==> src/rtl/tap_pkg.sv <==
// Shared definitions for the 1149.1 TAP controller and its instruction register.
// State codes follow the standard hex encoding so TAPState can be read directly.
package tap_pkg;

    localparam int IR_WIDTH = 3;

    typedef enum logic [3:0] {
        Ex2DR   = 4'h0,
        Ex1DR   = 4'h1,
        ShDR    = 4'h2,
        PauseDR = 4'h3,
        SelIR   = 4'h4,
        UpdDR   = 4'h5,
        CapDR   = 4'h6,
        SelDR   = 4'h7,
        Ex2IR   = 4'h8,
        Ex1IR   = 4'h9,
        ShIR    = 4'hA,
        PauseIR = 4'hB,
        RTI     = 4'hC,
        UpdIR   = 4'hD,
        CapIR   = 4'hE,
        TLR     = 4'hF
    } tapState_t;

    localparam logic [IR_WIDTH-1:0] BYPASS  = 3'b111;
    localparam logic [IR_WIDTH-1:0] INTEST  = 3'b011;
    localparam logic [IR_WIDTH-1:0] SAMPLE  = 3'b010;
    localparam logic [IR_WIDTH-1:0] PRELOAD = 3'b001;
    localparam logic [IR_WIDTH-1:0] EXTEST  = 3'b000;

    // IR column spans Select-IR-Scan through Update-IR.
    function automatic logic isIrColumn(input tapState_t s);
        return (s == SelIR) || (s == CapIR) || (s == ShIR) || (s == Ex1IR) ||
               (s == PauseIR) || (s == Ex2IR) || (s == UpdIR);
    endfunction

    function automatic logic isShiftState(input tapState_t s);
        return (s == ShDR) || (s == ShIR);
    endfunction

endpackage

==> src/rtl/tap_ir_reg.sv <==
// Instruction register: serial shift stage plus the parallel Instruction latch
// presented to the boundary-scan decoder.
module tap_ir_reg #(
    parameter int                  IR_WIDTH   = tap_pkg::IR_WIDTH,
    parameter logic [IR_WIDTH-1:0] IR_CAPTURE = 3'b001,
    parameter logic [IR_WIDTH-1:0] IR_RESET   = 3'b111
) (
    input  logic                clk,
    input  logic                rstN,
    input  logic                captureEn,
    input  logic                shiftEn,
    input  logic                updateEn,
    input  logic                forceReset,
    input  logic                tdi,
    output logic [IR_WIDTH-1:0] instruction,
    output logic                irTdo
);
    import tap_pkg::*;

    logic [IR_WIDTH-1:0] shiftStage;

    // Pause and Exit states simply leave the stage untouched.
    always_ff @(posedge clk or negedge rstN) begin
        if (!rstN) begin
            shiftStage <= IR_CAPTURE;
        end else if (captureEn) begin
            shiftStage <= IR_CAPTURE;
        end else if (shiftEn) begin
            shiftStage <= {tdi, shiftStage[IR_WIDTH-1:1]};
        end
    end

    // Only Update-IR changes the decoder's view, so DR scans never disturb it.
    always_ff @(posedge clk or negedge rstN) begin
        if (!rstN) begin
            instruction <= IR_RESET;
        end else if (forceReset) begin
            instruction <= IR_RESET;
        end else if (updateEn) begin
            instruction <= shiftStage;
        end
    end

    assign irTdo = shiftStage[0];

endmodule

==> src/rtl/tap_controller.sv <==
// IEEE 1149.1 TAP state machine with registered strobes and an integrated
// instruction register feeding the boundary-scan decoder.
//
// state   | meaning
// TLR     | Test-Logic-Reset, Instruction forced to BYPASS
// RTI     | Run-Test/Idle
// SelDR   | Select-DR-Scan
// CapDR   | Capture-DR
// ShDR    | Shift-DR
// Ex1DR   | Exit1-DR
// PauseDR | Pause-DR
// Ex2DR   | Exit2-DR
// UpdDR   | Update-DR
// SelIR..UpdIR | IR-column mirror of the DR column
module tap_controller #(
    parameter int                  IR_WIDTH   = tap_pkg::IR_WIDTH,
    parameter logic [IR_WIDTH-1:0] IR_CAPTURE = 3'b001,
    parameter logic [IR_WIDTH-1:0] IR_RESET   = 3'b111
) (
    input  logic                TCK,
    input  logic                TRST,
    input  logic                TMS,
    input  logic                TDI,
    output logic [IR_WIDTH-1:0] Instruction,
    output logic                IR_TDO,
    output logic [3:0]          TAPState,
    output logic                ResetTAP,
    output logic                ShiftDR,
    output logic                ClockDR,
    output logic                UpdateDR,
    output logic                ShiftIR,
    output logic                UpdateIR,
    output logic                Select,
    output logic                Enable
);
    import tap_pkg::*;

    tapState_t state;
    tapState_t nextState;

    always_ff @(posedge TCK or negedge TRST) begin
        if (!TRST) begin
            state <= TLR;
        end else begin
            state <= nextState;
        end
    end

    always_comb begin
        nextState = state;
        case (state)
            TLR:     nextState = TMS ? TLR     : RTI;
            RTI:     nextState = TMS ? SelDR   : RTI;
            SelDR:   nextState = TMS ? SelIR   : CapDR;
            CapDR:   nextState = TMS ? Ex1DR   : ShDR;
            ShDR:    nextState = TMS ? Ex1DR   : ShDR;
            Ex1DR:   nextState = TMS ? UpdDR   : PauseDR;
            PauseDR: nextState = TMS ? Ex2DR   : PauseDR;
            Ex2DR:   nextState = TMS ? UpdDR   : ShDR;
            UpdDR:   nextState = TMS ? SelDR   : RTI;
            SelIR:   nextState = TMS ? TLR     : CapIR;
            CapIR:   nextState = TMS ? Ex1IR   : ShIR;
            ShIR:    nextState = TMS ? Ex1IR   : ShIR;
            Ex1IR:   nextState = TMS ? UpdIR   : PauseIR;
            PauseIR: nextState = TMS ? Ex2IR   : PauseIR;
            Ex2IR:   nextState = TMS ? UpdIR   : ShIR;
            UpdIR:   nextState = TMS ? SelDR   : RTI;
            default: nextState = TLR;
        endcase
    end

    // Strobes decode nextState so they flip on the same edge as TAPState.
    always_ff @(posedge TCK or negedge TRST) begin
        if (!TRST) begin
            ResetTAP <= 1'b1;
            ShiftDR  <= 1'b0;
            ClockDR  <= 1'b0;
            UpdateDR <= 1'b0;
            ShiftIR  <= 1'b0;
            UpdateIR <= 1'b0;
            Select   <= 1'b0;
            Enable   <= 1'b0;
        end else begin
            ResetTAP <= (nextState == TLR);
            ShiftDR  <= (nextState == ShDR);
            ClockDR  <= (nextState == CapDR) || (nextState == ShDR);
            UpdateDR <= (nextState == UpdDR);
            ShiftIR  <= (nextState == ShIR);
            UpdateIR <= (nextState == UpdIR);
            Select   <= isIrColumn(nextState);
            Enable   <= isShiftState(nextState);
        end
    end

    assign TAPState = state;

    // IR actions belong to the edge taken while in the named state.
    logic irCapture;
    logic irShift;
    logic irUpdate;
    logic irForce;

    assign irCapture = (state == CapIR);
    assign irShift   = (state == ShIR);
    assign irUpdate  = (state == UpdIR);
    assign irForce   = (state == TLR);

    tap_ir_reg #(
        .IR_WIDTH   (IR_WIDTH),
        .IR_CAPTURE (IR_CAPTURE),
        .IR_RESET   (IR_RESET)
    ) u_irReg (
        .clk         (TCK),
        .rstN        (TRST),
        .captureEn   (irCapture),
        .shiftEn     (irShift),
        .updateEn    (irUpdate),
        .forceReset  (irForce),
        .tdi         (TDI),
        .instruction (Instruction),
        .irTdo       (IR_TDO)
    );

endmodule

==> config.mk <==
export PLATFORM = sky130hd
export DESIGN_NAME = tap_controller
export DESIGN_NICKNAME = d
export VERILOG_FILES = /design/src/rtl/tap_pkg.sv /design/src/rtl/tap_ir_reg.sv /design/src/rtl/tap_controller.sv
export SDC_FILE = /design/constraint.sdc
export NUM_CORES = 1
export LEC_CHECK = 0
export ABC_AREA = 1
export BUFFER_PORTS_ARGS = -buffer_cell sky130_fd_sc_hd__buf_2
export CAP_MARGIN = 20
export CORE_UTILIZATION = 40
export DETAILED_ROUTE_END_ITERATION = 8
export SYNTH_ARGS = -nofsm -noshare
export SYNTH_HDL_FRONTEND = slang
export SYNTH_HIERARCHICAL = 1
export SYNTH_SLANG_ARGS = --single-unit
export TNS_END_PERCENT = 1
==> constraint.sdc <==
create_clock -name TCK -period 1.85 [get_ports TCK]
set_input_delay 0.2775 -clock TCK [delete_from_list [all_inputs] [get_ports TCK]]
set_output_delay 0.2775 -clock TCK [all_outputs]
set_load 0.03 [all_outputs]
Yosys cells after proc, flatten, opt, wreduce, memory -nomap -nowiden --
Index checks and enable logic that the tools add are counted.
Word-level totals: output and inout bits 16, register bits after elaboration 18, word-level logic and storage cells 68, input port bits 4
Cells by class: multiplexer cells 17, reductions and logical operators 14, eq/ne operators 26
Operator list (number):
- equality test 4 bit, second input constant | 15
- one-hot mux 4 bit (12 select lines) | 1
- equality test 4 x 3 -> 1 bit, second input constant | 7
- two-way mux 3 bit | 8
- equality test 4 x 2 -> 1 bit, second input constant | 3
- two-way mux 2 bit | 6
- logical OR 1 bit | 8
- equality test 4 x 1 -> 1 bit, second input constant | 1
- zero test 4 bit | 1
- two-way mux 4 bit | 1
- nonzero test 2 bit | 2
- OR reduction 2 bit | 2
- OR reduction 3 bit | 1
- two-way mux 1 bit | 1

Longest topological paths before layout --
depth in word-level cells 10, mapped depth 12

Modules after synthesis --
The synthesis kept the hierarchy.
By module, submodules not included:
- tap_controller | area each 669.4 um2, seq. area each 306.5 um2, instances 1, cells an instance 82
- tap_ir_reg | area each 246.5 um2, seq. area each 155.1 um2, instances 1, cells an instance 27

Worst setup path after synthesis --
OpenSTA, ideal clock, no wires.
path kind register -> register, from reg state[2] (netlist: TAPState[2]), to reg Select, data arrival time 1.473 ns, stages on the path, launching flop included 11, clock period less this slack 1.592 ns, required time 1.731 ns, slack 0.258 ns, path buffers 1, path through dfstp_2 -> buf_6 -> nand2_2 -> inv_2 -> nand2_1 -> inv_1 -> nand2_1 -> nand3_1 -> nor2_2 -> nor2_1 -> nand2_1
On the way: elaborated cells on any way between the ends 33, classes of those cells eq/ne (22); mux (1); reduce/logical (10)
RTL lines:
- from (decl) | RTL line tap_controller.sv:38 | tapState_t state;
- from (signal assigned) | RTL line tap_controller.sv:45 | state <= nextState;
- equality test 4 bit *
- named net irForce | RTL line tap_controller.sv:101 | logic irForce;
- one-hot mux 4 bit (12 select lines) * | RTL line tap_controller.sv:51 | case (state)
- equality test 4 x 3 -> 1 bit or equality test 4 bit (tied branches) | RTL line tap_pkg.sv:34 | return (s == SelIR) || (s == CapIR) || (s == ShIR) || (s == Ex1IR) ||
- logical OR 1 bit (4 in a row) | RTL line tap_pkg.sv:34
- logical OR 1 bit | RTL line tap_pkg.sv:35 | (s == PauseIR) || (s == Ex2IR) || (s == UpdIR);
- logical OR 1 bit * | RTL line tap_pkg.sv:35
- to (signal assigned) | RTL line tap_controller.sv:90 | Select <= isIrColumn(nextState);
- to (decl) | RTL line tap_controller.sv:33 | output logic Select,
Mark *: on every way through the listed nets, which the timed path passes. The rest lies on a longest branch. A chain may end at the register's enable or synchronous reset.

Final worst setup path --
Same ends and word-level chain as after synthesis.

==> flow_summary.toml <==
[synthesis]
ys_ff_latch = 18
syn_inst = 109
synth.distinct_cells = 20
syn_nets = 113
yosys_warnings = 6
netlist_area_sq_um = 915.9
synth.avg_cell_area_sq_um = 8.403
seq_area_frac_synth_pct = 50.41

[clock_tree]
ctsHtreeMaxLevel = 1
cts_buffers = 3
cts_resized = 0
clk_pin_slew_worst_paths_ns = 0.10
post_cts_buffers = 0
cts_root_buf = "clkbuf_4"
clock_sinks = 18
clk_latency_ns = 0.29
cts_buffer_depth = 2
cts_tree = "yes"

[grt]
grt_first_pass_wirelength_mm = 2.877
grt_max_degree = 19
track_usage_pct = 15.75
grt_antenna_before_repair = 0
grt_pass1_vias = 700
overflow = 0

[die]
die_y_um = 49.85
rows = 16
start_util_pct = 44.42
ios = 20
coreArea_sq_um = 2062
die_width_um = 49.85
dieArea_sq_um = 2485

[timing]
finalMaxSlewViolations = 0
fin_crit_sh_pct = 87.22
hold_ws_ns = 0.2192
max_slew_margin_pct = 73.17
fin_ws_ns = 0.2365
hold_viol = 0
tightest_slew_ns = 0.4012
setup_viol = 0
fin_crit_ns = 1.614
rsz0062_at_grt = "false"
skew_ns = 0.01464
timing.fmax_ghz = 0.6198
fin_setup_tns_ns = 0

[worst_setup_path]
cp_top_family = "flip-flops"
crit_fanout = 10
cpMostUsedCell = "nand2_1"
critPathSlowestCell = "dfstp_2"
crit_path_end_kind = "flop"
crit_chain = "nand2_2 -> inv_2 -> nand2_1 -> inv_1 -> nand2_1 -> nand3_1 -> nor2_2 -> nor2_1 -> nand2_1"
crit_required_ns = 2.03
start_kind = "flop"
worstSetupPathType = "flop to flop"
critPathBufInv = 2
worstPathArrival_ns = 1.79
critPathMaxStageDelay_ns = 0.66

[min_path]
hold_path.class = "primary input to flop"

[layout]
final_util_pct = 51.88
multiInputGateArea_sq_um = 390.4
drive_gt1_share_pct = 41.67
layout_common_cells = "nand2_1 (29), buf_2 (19), nor2_1 (12), nand3_1 (10)"
seq_area_sq_um = 461.7
fillers = 195
syn2layout_area_growth_pct = 16.80
diodes = 0
nNetsFinal = 137
final_common_cell = "nand2_1"

[placement]
dp_hpwl_mm = 1.311
gp_congestion = 0.8302
place_ws_ns = 0.2507
io_buffers = 19

[power_and_ir_drop]
p_per_area_nw_per_um2 = 2155
p_leak_nw = 0.5890
ir_worst_vdd_mv = 1.144
p_total_mw = 2.306

[drt]
wire_per_inst_um = 11.05
num_vias = 747
drc = 0
wl_mm = 1.757
ant_nets = 0
firstDrtPassIters = 4
via_per_inst = 4.698
first_iter_violations = 14

[status]
status = "complete, no violations"

[job]
drv_cap = 0
[cell type report]
type | count | area share [%]
Sequential cell | 18 | 43.16
Multi-Input combinational cell | 76 | 36.49
Timing Repair Buffer | 20 | 9.825
Inverter | 14 | 4.912
Tap cell | 27 | 3.158
Clock buffer | 4 | 2.456
[synth_stat cells, drive strengths merged]
cell type  instances  area share (%)
nand2             37              18
nor2              17             8.9
inv               14             5.7
nand3             11             7.4
dfrtp              9              25
dfstp              9              26
a21oi              6             3.7
o21ai              2             1.5
buf                1             1.2
nor3               1            0.55
nor3b              1            0.82
o211ai             1             1.4
[power by group]
part	internal (mW)	total, mW	leakage [nW]	switching [mW]
Clock	0.0838	0.198	0.0150	0.114
Combinational	0.387	1.31	0.359	0.926
Sequential	0.637	0.795	0.215	0.158
Total	1.11	2.31	0.589	1.20
[metrics by stage]
step / cell area, sq um / instances
after floorplan: 915.9 / 109
after global placement: 1033 / 154
after detailed placement: 1033 / 154
after CTS: 1070 / 159
after global routing: 1070 / 159
final: 1070 / 159
[worst register-to-register path: stages (launching register included)]
cell and delay, ns:
dfstp_2 0.66, nand2_2 0.11, inv_2 0.05, nand2_1 0.08
inv_1 0.16, nand2_1 0.13, nand3_1 0.15, nor2_2 0.05
nor2_1 0.08, nand2_1 0.05
[path summary, 6_finish.rpt]
check                                       start                     end  slack, ns  depth (start not counted)
setup / recovery                      TAPState[2]                  Select       0.24                          9
hold reg to reg            u_irReg/instruction[1]  u_irReg/instruction[1]       0.47                          2
hold / removal                                TDI   u_irReg/shiftStage[2]       0.22                          3
max in group asynchronous                    TRST             TAPState[2]       1.09                          2
min in group asynchronous                    TRST   u_irReg/shiftStage[2]       0.42                          2
setup reg to reg                      TAPState[2]                  Select       0.24                          9
[state kept, by name, indices dropped and copies added (netlist names)]
name and cells:
TAPState 4, u_irReg/instruction 3, u_irReg/shiftStage 3, ClockDR 1
Enable 1, ResetTAP 1, Select 1, ShiftDR 1
ShiftIR 1, UpdateDR 1, UpdateIR 1
[per-layer routing]
layer | track usage [%] | part of all wire, % | vias up
li1 | - | - | 385
met1 | 19.02 | 46 | 340
met2 | 26.13 | 50 | 22
met3 | 6.481 | 4.6 | 0
met4 | 3.333 | 0 | 0
met5 | 0 | 0 | -
[cells by family (layout without fill, tap and decap cells)]
family          Yosys count  in the layout  share of synthesized area, %
flops                    18             18                         50.41
buf+inv                  15             38                         6.968
compound gates            9              9                         6.557
simple gates             67             67                         36.06
[timing repair]
action | CTS | global route
endpoints found under the hold margin | 9 | 0
hold buffers | 1 | 0
setup endpoints to repair | 0 | 0
Power figures use the tool's default switching activity.
